### src/rtl/vga_stream_out.sv
// VGA output stage: buffers a 30-bit Avalon-ST pixel stream, aligns each packet to the
// raster origin and generates sync/blank timing from a clock-enable divider.
module vga_stream_out #(
  parameter int H_ACTIVE   = 640,
  parameter int H_FP       = 16,
  parameter int H_SYNC     = 96,
  parameter int H_BP       = 48,
  parameter int V_ACTIVE   = 480,
  parameter int V_FP       = 10,
  parameter int V_SYNC     = 2,
  parameter int V_BP       = 33,
  parameter int CLK_DIV    = 2,
  parameter int FIFO_DEPTH = 16
) (
  input  logic        clk,
  input  logic        reset,
  input  logic [29:0] data,
  input  logic        startofpacket,
  input  logic        endofpacket,
  input  logic        valid,
  output logic        ready,
  output logic [7:0]  vga_r,
  output logic [7:0]  vga_g,
  output logic [7:0]  vga_b,
  output logic        vga_hs,
  output logic        vga_vs,
  output logic        vga_blank_n,
  output logic        vga_sync_n,
  output logic        vga_clk,
  output logic [15:0] underflow_count
);
  localparam int H_TOTAL = H_ACTIVE + H_FP + H_SYNC + H_BP;
  localparam int V_TOTAL = V_ACTIVE + V_FP + V_SYNC + V_BP;
  localparam int HW = $clog2(H_TOTAL);
  localparam int VW = $clog2(V_TOTAL);
  localparam int DW = (CLK_DIV > 1) ? $clog2(CLK_DIV) : 1;
  localparam int AW = $clog2(FIFO_DEPTH);

  typedef enum logic [1:0] {ALIGN, WAIT_FRAME, STREAM} state_t;

  state_t          state_r;
  logic [DW-1:0]   div_cnt_r;
  logic [HW-1:0]   h_cnt_r;
  logic [VW-1:0]   v_cnt_r;
  logic [30:0]     mem_r [FIFO_DEPTH];
  logic [AW-1:0]   wr_ptr_r;
  logic [AW-1:0]   rd_ptr_r;
  logic [AW:0]     count_r;

  logic            pix_en_s;
  logic            at_origin_s;
  logic            active_s;
  logic            empty_s;
  logic            full_s;
  logic [30:0]     head_s;
  logic            wr_fire_s;
  logic            sop_wr_s;
  logic            need_pop_s;
  logic            err_s;
  logic            pop_s;
  logic            mem_we_s;
  logic [AW-1:0]   mem_waddr_s;
  logic            unused_s;

  assign pix_en_s    = (div_cnt_r == DW'(CLK_DIV - 1));
  assign at_origin_s = (h_cnt_r == HW'(0)) && (v_cnt_r == VW'(0));
  assign active_s    = (h_cnt_r < HW'(H_ACTIVE)) && (v_cnt_r < VW'(V_ACTIVE));
  assign empty_s     = (count_r == (AW+1)'(0));
  assign full_s      = (count_r == (AW+1)'(FIFO_DEPTH));
  assign head_s      = mem_r[rd_ptr_r];
  assign ready       = ~reset && ((state_r == ALIGN) || !full_s);
  assign wr_fire_s   = valid && ready;
  assign sop_wr_s    = wr_fire_s && startofpacket;
  assign vga_sync_n  = 1'b0;
  assign vga_clk     = (div_cnt_r >= DW'(CLK_DIV / 2));
  assign unused_s    = ^{endofpacket, head_s[21:20], head_s[11:10], head_s[1:0]};

  // Pop request, error detection and FIFO write steering
  always_comb begin
    need_pop_s  = 1'b0;
    case (state_r)
      WAIT_FRAME: need_pop_s = pix_en_s && at_origin_s;
      STREAM:     need_pop_s = pix_en_s && active_s;
      default:    need_pop_s = 1'b0;
    endcase
    // A sop head is legal only at the origin, and the origin demands a sop head.
    err_s = need_pop_s && (empty_s || (head_s[30] != at_origin_s));
    pop_s = need_pop_s && !err_s;
    if (err_s || (state_r == ALIGN)) begin
      mem_we_s    = sop_wr_s;
      mem_waddr_s = AW'(0);
    end else begin
      mem_we_s    = wr_fire_s;
      mem_waddr_s = wr_ptr_r;
    end
  end

  // FIFO storage
  always_ff @(posedge clk) begin
    if (mem_we_s) begin
      mem_r[mem_waddr_s] <= {startofpacket, data};
    end
  end

  // Pixel-enable divider and raster counters
  always_ff @(posedge clk) begin
    if (reset) begin
      div_cnt_r <= DW'(0);
      h_cnt_r   <= HW'(0);
      v_cnt_r   <= VW'(0);
    end else if (pix_en_s) begin
      div_cnt_r <= DW'(0);
      if (h_cnt_r == HW'(H_TOTAL - 1)) begin
        h_cnt_r <= HW'(0);
        v_cnt_r <= (v_cnt_r == VW'(V_TOTAL - 1)) ? VW'(0) : v_cnt_r + VW'(1);
      end else begin
        h_cnt_r <= h_cnt_r + HW'(1);
      end
    end else begin
      div_cnt_r <= div_cnt_r + DW'(1);
    end
  end

  // Alignment state, FIFO pointers and error counter
  always_ff @(posedge clk) begin
    if (reset) begin
      state_r         <= ALIGN;
      wr_ptr_r        <= AW'(0);
      rd_ptr_r        <= AW'(0);
      count_r         <= (AW+1)'(0);
      underflow_count <= 16'h0000;
    end else if (err_s) begin
      rd_ptr_r <= AW'(0);
      if (underflow_count != 16'hFFFF) begin
        underflow_count <= underflow_count + 16'h0001;
      end
      if (sop_wr_s) begin
        wr_ptr_r <= AW'(1);
        count_r  <= (AW+1)'(1);
        state_r  <= WAIT_FRAME;
      end else begin
        wr_ptr_r <= AW'(0);
        count_r  <= (AW+1)'(0);
        state_r  <= ALIGN;
      end
    end else if (state_r == ALIGN) begin
      if (sop_wr_s) begin
        wr_ptr_r <= AW'(1);
        count_r  <= (AW+1)'(1);
        state_r  <= WAIT_FRAME;
      end
    end else begin
      if (wr_fire_s) begin
        wr_ptr_r <= wr_ptr_r + AW'(1);
      end
      if (pop_s) begin
        rd_ptr_r <= rd_ptr_r + AW'(1);
      end
      count_r <= count_r + (AW+1)'(wr_fire_s) - (AW+1)'(pop_s);
      if (pop_s && (state_r == WAIT_FRAME)) begin
        state_r <= STREAM;
      end
    end
  end

  // Registered VGA outputs, updated once per pixel
  always_ff @(posedge clk) begin
    if (reset) begin
      vga_hs      <= 1'b1;
      vga_vs      <= 1'b1;
      vga_blank_n <= 1'b0;
      vga_r       <= 8'h00;
      vga_g       <= 8'h00;
      vga_b       <= 8'h00;
    end else if (pix_en_s) begin
      vga_hs      <= !((h_cnt_r >= HW'(H_ACTIVE + H_FP)) && (h_cnt_r < HW'(H_ACTIVE + H_FP + H_SYNC)));
      vga_vs      <= !((v_cnt_r >= VW'(V_ACTIVE + V_FP)) && (v_cnt_r < VW'(V_ACTIVE + V_FP + V_SYNC)));
      vga_blank_n <= active_s;
      if (pop_s) begin
        vga_r <= head_s[29:22];
        vga_g <= head_s[19:12];
        vga_b <= head_s[9:2];
      end else begin
        vga_r <= 8'h00;
        vga_g <= 8'h00;
        vga_b <= 8'h00;
      end
    end
  end
endmodule

### config.mk
export PLATFORM = sky130hd
export DESIGN_NAME = vga_stream_out
export DESIGN_NICKNAME = d
export VERILOG_FILES = /design/src/rtl/vga_stream_out.sv
export SDC_FILE = /design/constraint.sdc
export NUM_CORES = 1
export LEC_CHECK = 0
export ABC_AREA = 1
export CORE_UTILIZATION = 30
export DETAILED_ROUTE_END_ITERATION = 8
export PLACE_DENSITY = 0.53
export SYNTH_ARGS = -nofsm -noshare
export SYNTH_HDL_FRONTEND = slang
export SYNTH_SLANG_ARGS = --single-unit
### constraint.sdc
create_clock -name clk -period 3.8 [get_ports clk]
set_input_delay 0.76 -clock clk [delete_from_list [all_inputs] [get_ports clk]]
set_output_delay 0.76 -clock clk [all_outputs]
set_load 0.005 [all_outputs]
* Word level (Yosys, flattened, before mapping)
Memory sizes are Yosys's and may differ from the RTL's. A register that Yosys moved wholly into a read port is not among the register bits.
Index checks and enable logic that the tools add are counted.
** Operators by class
- Add/subtract/negate cells :: 8
- Magnitude comparators :: 7
- Eq/ne operators :: 8
- Multiplexer cells :: 26
- Bitwise logic cells :: 2
- Reductions and logical operators :: 32
** Operator list (count)
- 4-bit 2-to-1 mux :: 7
- 8-bit 2-to-1 mux :: 3
- 10-bit by 1-bit adder with 10-bit output, second input constant :: 2
- 10-bit == test, second input constant :: 2
- 10-bit zero test :: 2
- 10-bit < comparator, second input constant :: 2
- 10-bit by 9-bit < comparator with 1-bit output, second input constant :: 2
- 10-bit 2-to-1 mux :: 2
- 16-bit by 1-bit adder with 16-bit output, second input constant :: 1
- 16-bit != test, second input constant :: 1
- 5-bit 2-to-1 mux :: 3
- 1-bit logical AND :: 12
- 10-bit >= comparator, second input constant :: 1
- 10-bit by 9-bit >= comparator with 1-bit output, second input constant :: 1
- 2-bit AND reduction :: 5
- 4-bit by 1-bit adder with 4-bit output, second input constant :: 2
- 2-bit 2-to-1 mux :: 4
- 1-bit 2-to-1 mux :: 6
- 3-bit nonzero test :: 2
- 5-bit by 1-bit adder with 5-bit output :: 1
- 5-bit == test, second input constant :: 1
- 5-bit zero test :: 1
- 5-bit by 1-bit subtractor with 5-bit output :: 1
- 1-bit zero test :: 4
- other kinds (11) :: 15
** Storage, ports and cells
- Bits in registers :: 79
- Bits in writable memories :: 496
- Logic and storage cells :: 98
- Memories :: 1
** Memories
- mem_r :: words 16, width 31, rd ports 1, clocked after memory_dff 1, wr ports 1, RTL line 45 : logic [30:0] mem_r [FIFO_DEPTH];

* Depth between registers and ports, before layout
- Word-level depth :: 11
- Mapped depth :: 23

* Worst setup path before layout
No wires, ideal clock.
- Kind :: register to register
- From :: reg h_cnt_r[0]
- To :: mem mem_r[12][12], enable pin
- Setup time :: 0.438 ns
- Arrival :: 3.288 ns
- Slack :: 0.073 ns
- Stages on the path, launching flop included :: 12
- Path buffers :: 1
- Cells stage by stage :: dfxtp_1 inv_1 ha_1 nand3_1 nor3_1 nand3_2 a21oi_4 nand2_4 buf_8 nand3_1 nand2_1 nor3_1
** On the way
- Cells in the longest elaborated chain, start to end :: 9
- Elaborated cells between the ends (all ways) :: 15
- Those cells by class :: 1 x order compare; 1 x eq/ne; 5 x mux; 8 x reduce/logical
** Ends and longest elaborated chain
- start: declaration :: RTL line 43 : logic [HW-1:0] h_cnt_r;
- start signal: assignment :: RTL line 117 : h_cnt_r <= h_cnt_r + HW'(1);
- 10-bit < comparator / 10-bit zero test (equally long branches) :: RTL line 67, 66
- 1-bit logical AND (on tied branches) :: RTL line 67, 66
- 1-bit logical AND, or another cell as far along :: RTL line 83 : STREAM: need_pop_s = pix_en_s && active_s;
- 1-bit one-hot mux with 2 select lines / 1-bit logical OR (equally long branches) :: RTL line 81, 87
- 1-bit logical AND * :: RTL line 87 : err_s = need_pop_s && (empty_s || (head_s[30] != at_origin_s));
- 1-bit logical OR * :: RTL line 89 : if (err_s || (state_r == ALIGN)) begin
- 1-bit 2-to-1 mux :: RTL line 89
- 1-bit 2-to-1 mux :: RTL line 100 : if (mem_we_s) begin
- 1-bit 2-to-1 mux (not written as such) :: RTL line 101 : mem_r[mem_waddr_s] <= {startofpacket, data};
- end: declaration :: RTL line 45
Every way passes the cells marked *; elsewhere a longest branch is shown, timed or not.

==> Implementation_results.wiki <==
{| class="wikitable"
! Metric !! Value
|-
| Clk_lat worst skew || 0.62 ns
|-
| Number of flops mapped to enable cells by yosys || 400
|-
| Period Utilization, post-route || around 86%
|-
| Result of the run || finished, final reports clean
|-
| Final ANT Viol Nets || 0
|-
| Post-Route Hold Slack || between 0.4 and 0.5 ns
|-
| Post-detailed-routing wire length || 51600 µm
|-
| Number of buffer cells added on primary ports || just over 70
|-
| All-layer global routing usage || 15.3%
|-
| Max H-tree Level || 2
|-
| Wire length of the first global-routing pass || 78000 µm
|-
| Number of storage elements in the synthesis netlist || roughly 480
|-
| Cts bufs inserted || 50
|-
| Crit-path max FO || 17
|-
| Reported leakage power || 7.77 nW
|-
| TNS Setup || 0 ns
|-
| Post-route worst setup slack || 0.544 ns
|-
| Setup Fix Bufs, Post-CTS || 0
|-
| Hold Crit Class || reg2reg
|-
| Number of clock sinks || between 400 and 500
|-
| Largest clock skew in the final design || around 0.026 ns
|-
| Post-Layout Cell Count || 2595
|-
| Cell count of the worst hold path || 2
|-
| Max-slew violation count || 0
|-
| Finish-stage setup viols || 0
|-
| Synthesized netlist cell count || between 1500 and 2000
|-
| Setup repair after global routing missed its margin || false
|-
| Synth-to-layout area growth || 18.8%
|-
| Initial core utilization || between 30% and 40%
|-
| Count of max-cap constraint violations || 0
|-
| Post-detailed-placement cell area || 21600 µm²
|-
| Ys Warns || 0
|-
| Number of gates resized after CTS || 0
|-
| Final Hold Viols || 0
|-
| Mapped Avg Cell Area || 12.1 µm²
|-
| Via count of the routed design || ~13000
|-
| CTS tree || yes
|-
| Total core area || around 65000 µm²
|-
| Commonest register cell after synthesis || sky130_fd_sc_hd__edfxtp_1
|-
| Number of library cell types mapped by synthesis || 52
|-
| Clk pin slew, worst setup/hold paths || 0.06 ns
|-
| Mean routed wirelength per cell || 19.9 µm
|-
| Detailed-route DRC error count || 0
|-
| CTS hold repair buffers || 0
|-
| Floorplan row count || 93
|-
| Clk root buf || sky130_fd_sc_hd__clkbuf_16
|-
| Global route overflow || 0
|-
| Post-synthesis async set-or-reset flop share || 0%
|-
| Syn Std Cell Area || ~20000 µm²
|-
| Die Ht || 258 µm
|-
| Number of detailed-routing iterations run before antenna repair || 6
|-
| Synthesized Nets || between 1500 and 2000
|-
| GP Congestion || 0.807
|-
| Pre-CTS worst setup slack || ~0.42 ns
|-
| Type of element capturing the critical path || register
|-
| Number of antenna violations at the first check in global routing || 4
|-
| Worst IR Drop VDD || 0.331 mV
|-
| Number of cells on the worst reg-to-reg path || 13
|-
| Worst setup path category || reg2reg
|-
| Area of all placed cells without fillers || 23400 µm²
|-
| Type of element launching the critical path || register
|-
| Filler cells || about 6300
|-
| Proportion of synthesized chip area in sequential cells || 69.4%
|-
| Data arrival time of the critical path || 3.55 ns
|-
| Peak clock frequency supported by timing || 0.307 GHz
|-
| Slew HR || between 20% and 30%
|-
| Cell Pwr Density || 481 nW/µm²
|-
| Die area || 66700 µm²
|-
| Layout cell share with drive strength beyond 1 || 10.0%
|-
| DPL Wire Length || 28900 µm
|-
| First-iteration detailed-routing DRC count || roughly 1100
|-
| Pin count of the biggest net entering global routing || 99
|-
| Number of nets in the final layout || between 1500 and 2000
|-
| Shortest period the worst path allows || 3.26 ns
|-
| Number of I/O pins || 81
|-
| Data required time of the critical path || 4.09 ns
|-
| Cell count after placement || 2502
|-
| Horizontal extent of the die || 258 µm
|-
| Maximum root-to-sink buffer count || 3
|-
| Via count of the first global-routing pass || 12900
|-
| Slew at the pin closest to its max-slew limit || 1.10 ns
|-
| Vias per Instance || 5.01
|}
==> power breakdown <==
| part | internal [mW] | switching (mW) | leakage (nW) |
|---|---|---|---|
| clock | 3.18 | 2.09 | 0.867 |
| sequential | 5.74 | 0.0105 | 4.27 |
| combinational | 0.0732 | 0.161 | 2.64 |
==> worst max-delay path: stages, from the launching register on <==
cell and delay [ns]:
sky130_fd_sc_hd__dfxtp_2 0.55, sky130_fd_sc_hd__inv_4 0.17, sky130_fd_sc_hd__nand3_1 0.12, sky130_fd_sc_hd__nand3_1 0.10
sky130_fd_sc_hd__nand3_2 0.14, sky130_fd_sc_hd__nand2_1 0.06, sky130_fd_sc_hd__nand2_1 0.06, sky130_fd_sc_hd__nand3_2 0.10
sky130_fd_sc_hd__nand2_4 0.20, sky130_fd_sc_hd__nand2_4 0.11, sky130_fd_sc_hd__inv_1 0.18, sky130_fd_sc_hd__nand3_1 0.37
sky130_fd_sc_hd__nor2_4 0.47, sky130_fd_sc_hd__buf_4 0.29
==> layer usage <==
layer / vias to the layer above / GRT usage, % / share of wire (%)
met2: 307 / 25.8 / 49
met1: 6500 / 19.6 / 43
met4: 6 / 6.10 / 3.1
li1: 6107 / - / -
met3: 91 / 2.63 / 5.1
met5: - / 0 / 0.083
==> cell type report <==
class                      instances  area, µm²  area share [%]
sequential                       483      13700            58.5
multi-input combinational        967       5390            23.0
clock buffer                      65       1380            5.90
timing repair buffer             118       1150            4.93
tap                              855       1070            4.57
clock inverter                    27        410            1.75
inverter                          79        304            1.30
antenna                            1       2.50          0.0107
==> flip-flops by register name, indices dropped and copies added (netlist names), named ones only <==
name and count:
state_r 2, rd_ptr_r 4, vga_vs 1, mem_r 400, v_cnt_r 10, vga_r 8
vga_b 8, vga_hs 1, vga_blank_n 1, wr_ptr_r 4, underflow_count 16, count_r 5
vga_g 8, div_cnt_r 1, h_cnt_r 10
==> worst paths after layout <==
check	start	end	slack (ns)
worst min register to register	vga_g[0]$_SDFFE_PP0P_	vga_g[0]$_SDFFE_PP0P_	0.45
worst max-delay path	register	mem_r[5][18]$_DFFE_PP_	0.54
worst min-delay path	vga_g[0]$_SDFFE_PP0P_	vga_g[0]$_SDFFE_PP0P_	0.45
worst max register to register	register	mem_r[5][18]$_DFFE_PP_	0.54
==> through the flow <==
stage / power [mW] / util (%)
after detailed placement: 6.11 / 33.4
after floorplan: 5.96 / -
after global routing: 11.6 / 36.2
final: 11.3 / 36.2
after global placement: 6.10 / 33.4
after CTS: 11.4 / 36.1
==> kinds of logic after synthesis <==
group,Yosys count,share of synthesized area [%]
AOI/OAI and AO/OA,407,13.5
xor gates and xnor gates,18,0.801
adders and majority gates,17,1.12
buffers and inverters,176,3.85
DFF,483,69.4
other,1,0.0190
and+or+nand+nor,524,11.3
==> cells in the final DEF, fill, tap and decap left out, types with 3 or more instances in the layout <==
| cell | netlist | routed |
|---|---|---|
| sky130_fd_sc_hd__o211ai_1 | 46 | 46 |
| sky130_fd_sc_hd__o21ai_0 | 70 | 70 |
| sky130_fd_sc_hd__nor2_1 | 57 | 41 |
| sky130_fd_sc_hd__nor2_4 | 1 | 17 |
| sky130_fd_sc_hd__a221o_1 | 23 | 23 |
| sky130_fd_sc_hd__xor2_1 | 13 | 13 |
| sky130_fd_sc_hd__inv_2 | 6 | 5 |
| sky130_fd_sc_hd__xnor2_1 | 5 | 5 |
| sky130_fd_sc_hd__clkbuf_8 | 0 | 5 |
| sky130_fd_sc_hd__bufinv_16 | 0 | 9 |
| sky130_fd_sc_hd__inv_1 | 73 | 72 |
| sky130_fd_sc_hd__nor3_1 | 23 | 22 |
| sky130_fd_sc_hd__clkdlybuf4s50_1 | 0 | 72 |
| sky130_fd_sc_hd__ha_1 | 16 | 16 |
| sky130_fd_sc_hd__a32o_1 | 46 | 46 |
| sky130_fd_sc_hd__dfxtp_1 | 83 | 80 |
| sky130_fd_sc_hd__a21oi_1 | 182 | 182 |
| sky130_fd_sc_hd__clkinv_2 | 0 | 4 |
| sky130_fd_sc_hd__buf_12 | 0 | 7 |
| sky130_fd_sc_hd__nand2_4 | 4 | 4 |
| sky130_fd_sc_hd__clkinv_1 | 0 | 9 |
| sky130_fd_sc_hd__buf_4 | 6 | 39 |
| sky130_fd_sc_hd__nand3_2 | 6 | 6 |
| sky130_fd_sc_hd__o221ai_1 | 4 | 4 |
| sky130_fd_sc_hd__clkbuf_1 | 41 | 9 |
| sky130_fd_sc_hd__a221oi_1 | 23 | 23 |
| sky130_fd_sc_hd__clkinv_4 | 0 | 3 |
| sky130_fd_sc_hd__nor3b_1 | 3 | 3 |
| sky130_fd_sc_hd__edfxtp_1 | 400 | 400 |
| sky130_fd_sc_hd__nand3_1 | 49 | 49 |
| sky130_fd_sc_hd__nand2_1 | 358 | 358 |
| sky130_fd_sc_hd__clkbuf_16 | 0 | 51 |
| sky130_fd_sc_hd__nand4_1 | 8 | 8 |
==> synthesized netlist by cell type (all sizes together) (25+ instances only) <==
cell,count,share of area (%)
inv,79,1.5
clkbuf,44,0.86
nor3,25,0.69
nand3,55,1.6
dfxtp,83,8.4
buf,53,1.5
edfxtp,400,61
o211ai,46,1.8
a32o,46,2.3
nand2,364,7.1
a21oi,185,4.8
o21ai,72,1.9
nor2,60,1.2
No activity file was read; power rests on OpenSTA's default activity.
